--- src/rtl/cups_pkg.sv ---
// Shared types and constants for the fetch unit.
// Holds the FSM state enum, default widths and the ack-timeout limit.
package cups_pkg;

  localparam int ADDR_W_DEF = 16;
  localparam int DATA_W_DEF = 16;
  localparam int WDT_W      = 4;
  localparam int WDT_LIMIT  = 15;

  typedef enum logic [1:0] {
    IDLE = 2'd0,
    REQ  = 2'd1,
    HOLD = 2'd2
  } fetch_state_e;

endpackage

--- src/rtl/fetch_wdt.sv ---
// Ack watchdog for the fetch unit: counts REQ cycles without mem_ack.
// Only instantiated when FETCH_ACK_TIMEOUT_EN is defined.
module fetch_wdt
  import cups_pkg::*;
(
  input  logic clk,
  input  logic reset,
  input  logic clr,
  input  logic inc,
  output logic expired
);

  logic [WDT_W-1:0] cnt;

  // count unanswered request cycles, restarting on each new request
  always_ff @(posedge clk) begin
    if (reset) begin
      cnt <= '0;
    end else if (clr) begin
      cnt <= '0;
    end else if (inc) begin
      cnt <= cnt + 1'b1;
    end
  end

  assign expired = inc && (cnt == WDT_W'(WDT_LIMIT - 1));

endmodule

--- src/rtl/fetch_unit.sv ---
// Instruction fetch unit: IDLE -> REQ -> HOLD handshake with memory/decode.
// Optional macro FETCH_ACK_TIMEOUT_EN enables the ack watchdog and fetch_err.
module fetch_unit
  import cups_pkg::*;
#(
  parameter int ADDR_W = ADDR_W_DEF,
  parameter int DATA_W = DATA_W_DEF
) (
  input  logic              clk,
  input  logic              reset,
  input  logic [ADDR_W-1:0] pc_in,
  input  logic              stahp,
  input  logic              of,
  input  logic              branch_taken,
  input  logic [ADDR_W-1:0] branch_target,
  output logic              mem_req,
  output logic [ADDR_W-1:0] mem_addr,
  input  logic              mem_ack,
  input  logic [DATA_W-1:0] mem_rdata,
  output logic [DATA_W-1:0] instr,
  output logic              instr_valid,
  input  logic              instr_ready,
  output logic [ADDR_W-1:0] next_pc,
  output logic              pcdrive,
  output logic              fetch_err
);

  fetch_state_e state, state_nx;
  logic start, ack_ok, handoff, expired;

  // No fetch during the pcdrive cycle: pc_in still shows the old PC
  // until the load edge, so wait one cycle for the new value.
  assign start   = (state == IDLE) && !stahp && !of && !pcdrive;
  assign ack_ok  = (state == REQ) && mem_ack;
  assign handoff = (state == HOLD) && instr_ready && !stahp;

`ifdef FETCH_ACK_TIMEOUT_EN
  fetch_wdt u_wdt (
    .clk     (clk),
    .reset   (reset),
    .clr     (start),
    .inc     ((state == REQ) && !mem_ack),
    .expired (expired)
  );

  // sticky timeout flag
  always_ff @(posedge clk) begin
    if (reset) begin
      fetch_err <= 1'b0;
    end else if (expired) begin
      fetch_err <= 1'b1;
    end
  end
`else
  assign expired   = 1'b0;
  assign fetch_err = 1'b0;
`endif

  // state register
  always_ff @(posedge clk) begin
    if (reset) begin
      state <= IDLE;
    end else begin
      state <= state_nx;
    end
  end

  // next-state logic
  always_comb begin
    state_nx = state;
    unique case (1'b1)
      (state == IDLE): if (start) state_nx = REQ;
      (state == REQ): begin
        if (mem_ack) state_nx = HOLD;
        else if (expired) state_nx = IDLE;
      end
      (state == HOLD): if (handoff) state_nx = IDLE;
      default: state_nx = IDLE;
    endcase
  end

  // state-decoded outputs
  always_comb begin
    mem_req     = (state == REQ);
    instr_valid = (state == HOLD);
  end

  // address, instruction and PC-load registers
  always_ff @(posedge clk) begin
    if (reset) begin
      mem_addr <= '0;
      instr    <= '0;
      next_pc  <= '0;
      pcdrive  <= 1'b0;
    end else begin
      pcdrive <= handoff;
      if (start) mem_addr <= pc_in;
      if (ack_ok) instr <= mem_rdata;
      if (handoff) begin
        next_pc <= branch_taken ? branch_target
                                : mem_addr + 1'b1;
      end
    end
  end

endmodule

--- config.mk ---
export PLATFORM = sky130hd
export DESIGN_NAME = fetch_unit
export DESIGN_NICKNAME = d
export VERILOG_FILES = /design/src/rtl/cups_pkg.sv /design/src/rtl/fetch_wdt.sv /design/src/rtl/fetch_unit.sv
export SDC_FILE = /design/constraint.sdc
export NUM_CORES = 1
export LEC_CHECK = 0
export CAP_MARGIN = 15
export CORE_ASPECT_RATIO = 1.25
export CORE_MARGIN = 2
export CORE_UTILIZATION = 45
export CTS_BUF_LIST = sky130_fd_sc_hd__clkbuf_8
export DETAILED_ROUTE_END_ITERATION = 6
export GPL_TIMING_DRIVEN = 0
export PLACE_DENSITY = 0.87
export SLEW_MARGIN = 10
export SYNTH_ARGS = -nofsm -noshare
export SYNTH_HDL_FRONTEND = slang
export SYNTH_SLANG_ARGS = --single-unit
--- constraint.sdc ---
create_clock -name clk -period 3.3 [get_ports clk]
set_input_delay 0.66 -clock clk [delete_from_list [all_inputs] [get_ports clk]]
set_output_delay 0.66 -clock clk [all_outputs]
set_load 0.02 [all_outputs]
; ---- Word level (Yosys, flattened, before mapping)
; Cells that the tools add are included.
[totals]
inputBits = 55
wordCells = 27
output_inout_bits = 52
regBits = 51
[op_classes]
n_reduce_logical = 11
n_addsub = 1
n_eq_ne = 5
mux = 5
[op_table]
columns = op, count
row1 = $add 16x1->16 const B, 1
row2 = $mux 16, 1
row3 = $logic_and 1x1->1, 6
row4 = $mux 2, 3
row5 = $pmux 2 s3, 1
row6 = $ne 2x1->1 const B, 2
row7 = $logic_not 1->1, 3
row8 = $reduce_and 3->1, 1
row9 = $eq 2x1->1 const B, 1
row10 = $eq 2x2->1 const B, 1
row11 = $logic_not 2->1, 1
row12 = $ne 2x2->1 const B, 1

; ---- Depth between registers and ports, before layout
[logic_depth]
ltp_word = 6
depth_mapped = 6

; ---- Worst setup path before layout
; No wires, ideal clock.
[synth_timing]
path_kind = register to register
startpoint = reg mem_addr[0]
endpoint = reg next_pc[10]
setup_time_ps = 117
arrival_ps = 1663
required_ps = 3183
slack_ps = 1519
path_stages_with_launch = 6
path_cell_list = dfxtp_1 -> ha_1 -> nand4_1 -> o31a_1 -> or3_1 -> a32o_1
[synth_via]
elab_chain_cells = 2
[synth_lines]
columns = element, line_no
row1 = start: declaration, fetch_unit.sv:17  ; output logic [ADDR_W-1:0] mem_addr,
row2 = start signal: assignment, fetch_unit.sv:97  ; if (start) mem_addr <= pc_in;
row3 = $add 16x1->16, fetch_unit.sv:101  ; : mem_addr + 1'b1;
row4 = $mux 16, fetch_unit.sv:100  ; next_pc <= branch_taken ? branch_target
row5 = end signal: assignment, fetch_unit.sv:100
row6 = end: declaration, fetch_unit.sv:23  ; output logic [ADDR_W-1:0] next_pc,
; Every way passes these cells.
; A chain may end at the register's enable or synchronous reset.

; ---- Worst setup path after layout
[layout_timing]
startpoint = reg state[1]
endpoint = out instr_valid
[layout_via]
elab_chain_cells = 1
[layout_lines]
columns = element, line_no
row1 = start: declaration, fetch_unit.sv:28  ; fetch_state_e state, state_nx;
row2 = start signal: assignment, fetch_unit.sv:64  ; state <= state_nx;
row3 = $eq 2x2->1, fetch_unit.sv:85  ; instr_valid = (state == HOLD);
row4 = end: declaration, fetch_unit.sv:21  ; output logic instr_valid,
; Every way passes these cells.

==> summary.md <==
| Metric | Value |
|---|---|
| Final Hold Fails | 0 |
| Min-delay src | next_pc[4]$_SDFFE_PP0P_ |
| Reg-to-reg critical path endpoint | next_pc[10]$_SDFFE_PP0P_ |
| Mux cell area share after synthesis | 0.004430 |
| Register-to-Register Setup Slack | 1.36 ns |
| Largest net degree at the start of global routing | 17 |
| Die area | 5608 um^2 |
| DRC violations left | 0 |
| R2R depth | 5 |
| Number of buffers inserted by post-CTS setup repair | 0 |
| Maximum level of the CTS H-tree | 2 |
| Overall Global Routing Usage | 0.2301 |
| GRT Residual Overflow | 0 |
| Classification of the worst setup path | reg2out |
| CP Data Required Time | approximately 2.6 ns |
| Number of nets with antenna violations after detailed routing | 0 |
| Mean area per synthesized cell | 7.846 um^2 |
| Fin Setup TNS | 0 ns |
| Worst-path cell with the longest stage delay | sky130_fd_sc_hd__clkdlybuf4s50_1 |
| R2R Path Start | mem_addr[0]$_SDFFE_PP0P_ |
| Worst stage delay on the critical path | 0.65 ns |
| Chip Width | 67.38 um |
| RSZ-0062 raised after global routing | false |
| Distinct cell type count of the synthesized netlist | 44 |
| Routed via count divided by cell count | approximately 5.3 |
| Total half-perimeter wirelength after legalization and detailed placement | 4.900 mm |
| Clock buffers created by TritonCTS | 5 |
| Top_reg_cell synth | sky130_fd_sc_hd__dfxtp_1 |
| Growth of design area from synthesis to finish | 55.43% |
| Worst Path Arrival | 1.58 ns |
| I/O Buffers | 104 |
| Last weighted congestion value of the routability-driven placer | 0.7856 |
| Number of flops mapped to enable cells by yosys | 0 |
| Clock tree from TritonCTS | built |
| Clock period minus worst slack | 2.241 ns |
| Number of DRC markers after the initial detailed-route iteration | 97 |
| Layout Nets | 455 |
| Tcrit/Tclk final | 0.6790 |
| Number of global-route vias before repair | 2295 |
| Total power density per cell area | 387.7 nW/um^2 |
| Post-Synth Simple-Gate Area | 0.2791 |
| Total of warnings raised by yosys | 0 |
| Compound-cell area share of the yosys netlist | 0.1761 |
| Combinational family with the most area after synthesis | simple AND/OR/NAND/NOR gates |
| Classification of the worst-slack hold path | reg2reg |
| Quantity of hold-fixing buffers added after cts | 0 |
| Maximum VDD drop | 0.3579 mV |
| Worst slew pin tran | 0.5048 ns |
| Y dimension of the die | 83.23 um |
| Maxcap violations | 0 |
| Detailed-routing iteration count for the pre-antenna-repair pass | 4 |
| Wire length of the first global-routing pass | 10.10 mm |
| Via count of the routed design | 2439 |
| Endpoint of the worst hold path | next_pc[4]$_SDFFE_PP0P_ |
| Worst-path fanout max | 6 |
| Area of the mapped netlist | between 2000 and 2500 um^2 |
| Initial core utilization | 0.4708 |
| Startpoint class of the critical path | flop |
| Maximum clock frequency | 446.3 MHz |
| Clock Skews | roughly 0.0076 ns |
| Number of clock sinks seen by CTS | 51 |
| Number of antenna violations at the first check in global routing | 0 |
| Async set-reset flop share out of synthesis | 0 |
| Clock Root Buffer | sky130_fd_sc_hd__clkbuf_8 |
| Result of the run | completed |
| Worst hold path cell count | 2 |
| Max transition margin | 0.6634 |
| Synth Register Bits | 51 |
| Resized Gates After CTS | 0 |
| DR WL/cell | ~14 um |
| Ports | 107 |
| Utilization of the core after routing | 0.7318 |
| Detailed Route WL | about 6.3 mm |
| Xor/xnor share of the synthesized area | 0.03488 |
| Endpoint kind of the worst setup timing path | output port |
| Placeable core area | 4800 um^2 |
| # setup viols final | 0 |
| Series of cell instances along the critical path | nor2b_1, clkdlybuf4s50_1 |
| Leakage power of the design | 1.198 nW |
| Final Total Pwr | 1.362 mW |
| Adder-cell share of the synthesized area | 0.005537 |
| Leading cell type in the layout, fill and taps excluded | sky130_fd_sc_hd__clkdlybuf4s50_1 |
| Fraction of final layout cells sized beyond drive strength 1 | 0.04500 |
| FP Rows | 28 |
| Clock latency of the later-clocked register in the worst-skew pair | 0.31 ns |
| Cells after Synth | 288 |
| Antenna diode count | 0 |
| Post-CTS clock slew at the launch and capture registers of the worst setup and hold paths | 0.09 ns |
| Maximum clock path buffer count | 2 |
| Nets in the synthesized netlist | 344 |
| Highest-count cells in the layout ignoring fill and taps | sky130_fd_sc_hd__clkdlybuf4s50_1, sky130_fd_sc_hd__nand2_1, sky130_fd_sc_hd__dfxtp_1, sky130_fd_sc_hd__a21oi_1, sky130_fd_sc_hd__clkbuf_1 |
| Final-report max-slew violation count | 0 |
| Fraction of the yosys area taken by sequential cells | 0.4518 |
-- registers in the layout (all words and copies together), names as in the netlist --
| name | flops |
|---|---|
| state | 2 |
| pcdrive | 1 |
| next_pc | 16 |
| instr | 16 |
| mem_addr | 16 |
-- worst max-delay path by stage --
stage | endpoint | cells after the start | slack, ns | from
6_report | instr_valid | 2 | 1.06 | state[1]$_SDFFE_PP0P_
5_1_grt | mem_req | 2 | 0.97 | state[0]$_SDFFE_PP0P_
4_1_cts | mem_req | 2 | 1.04 | state[0]$_SDFFE_PP0P_
3_5_place_dp | next_pc[15]$_SDFFE_PP0P_ | 4 | 0.90 | reset
3_3_place_gp | next_pc[15]$_SDFFE_PP0P_ | 4 | 0.96 | reset
2_1_floorplan | next_pc[10]$_SDFFE_PP0P_ | 5 | 1.52 | mem_addr[0]$_SDFFE_PP0P_
-- per-stage QoR --
stage               hold slack [ns]  cells  area [um^2]  setup WS [ns]
floorplan                    0.4743    288         2260          1.519
global placement             0.4408    452         3376         0.9570
detailed placement           0.4442    452         3376         0.8956
CTS                          0.4564    460         3512          1.040
global route                 0.4791    460         3512         0.9709
finish                       0.4575    460         3512          1.059
-- cell usage after synthesis (all sizes together), types with 2 or more instances --
library cell	number	area, um^2
buf	9	45.05
o211ai	2	15.01
nor2	5	18.77
nor3	9	45.04
nand3	7	40.04
dfxtp	51	1021
and2	2	12.51
nor4	4	25.02
nand4	4	40.04
o21a	2	15.01
a21oi	43	215.2
and3	3	18.77
xnor2	8	70.07
o21ai	5	25.02
nor2b	3	18.77
clkbuf	11	41.29
or3	4	25.02
a31oi	3	18.77
a211oi	3	22.52
o22ai	3	25.02
nand2	80	300.3
o311ai	3	26.28
inv	5	18.77
nand2b	5	31.28
-- per-layer routing --
metal,vias up,GRT usage,wire length [um]
met3,8,0.07588,601
met4,0,0.07421,90
li1,1211,-,-
met2,99,0.4167,3300
met1,1121,0.2409,2346
met5,-,0,0
-- logic make-up after synthesis --
family,count (synthesis)
mux,1
buf+inv,25
simple gates,132
xor+xnor,9
flops,51
fa+ha+maj,1
other cells,1
compound gates,68
-- power breakdown --
part	internal, mW	leakage [nW]	total (mW)	switching [mW]
sequential	0.633	0.413	0.652	0.0198
combinational	0.113	0.720	0.205	0.0921
clock	0.302	0.0644	0.505	0.203
total	1.05	1.20	1.36	0.314
-- worst max-delay path, delay by kind of cell, from the launching register on --
| family | cells | cell delay [ns] |
|---|---|---|
| buffers and inverters | 1 | 0.65 |
| DFF | 1 | 0.42 |
| and+or+nand+nor | 1 | 0.20 |
-- final cells by class --
type	instances	area (um^2)
fillers	384	1287
multi-input cells	212	1134
repair buffers	104	1041
flip-flops and latches	51	1021
plain buffers	20	86.33
well taps	60	75.07
clock buffers	5	68.82
clock inverters	3	67.56
inverters	5	18.77
Power figures use the tool's default switching activity.
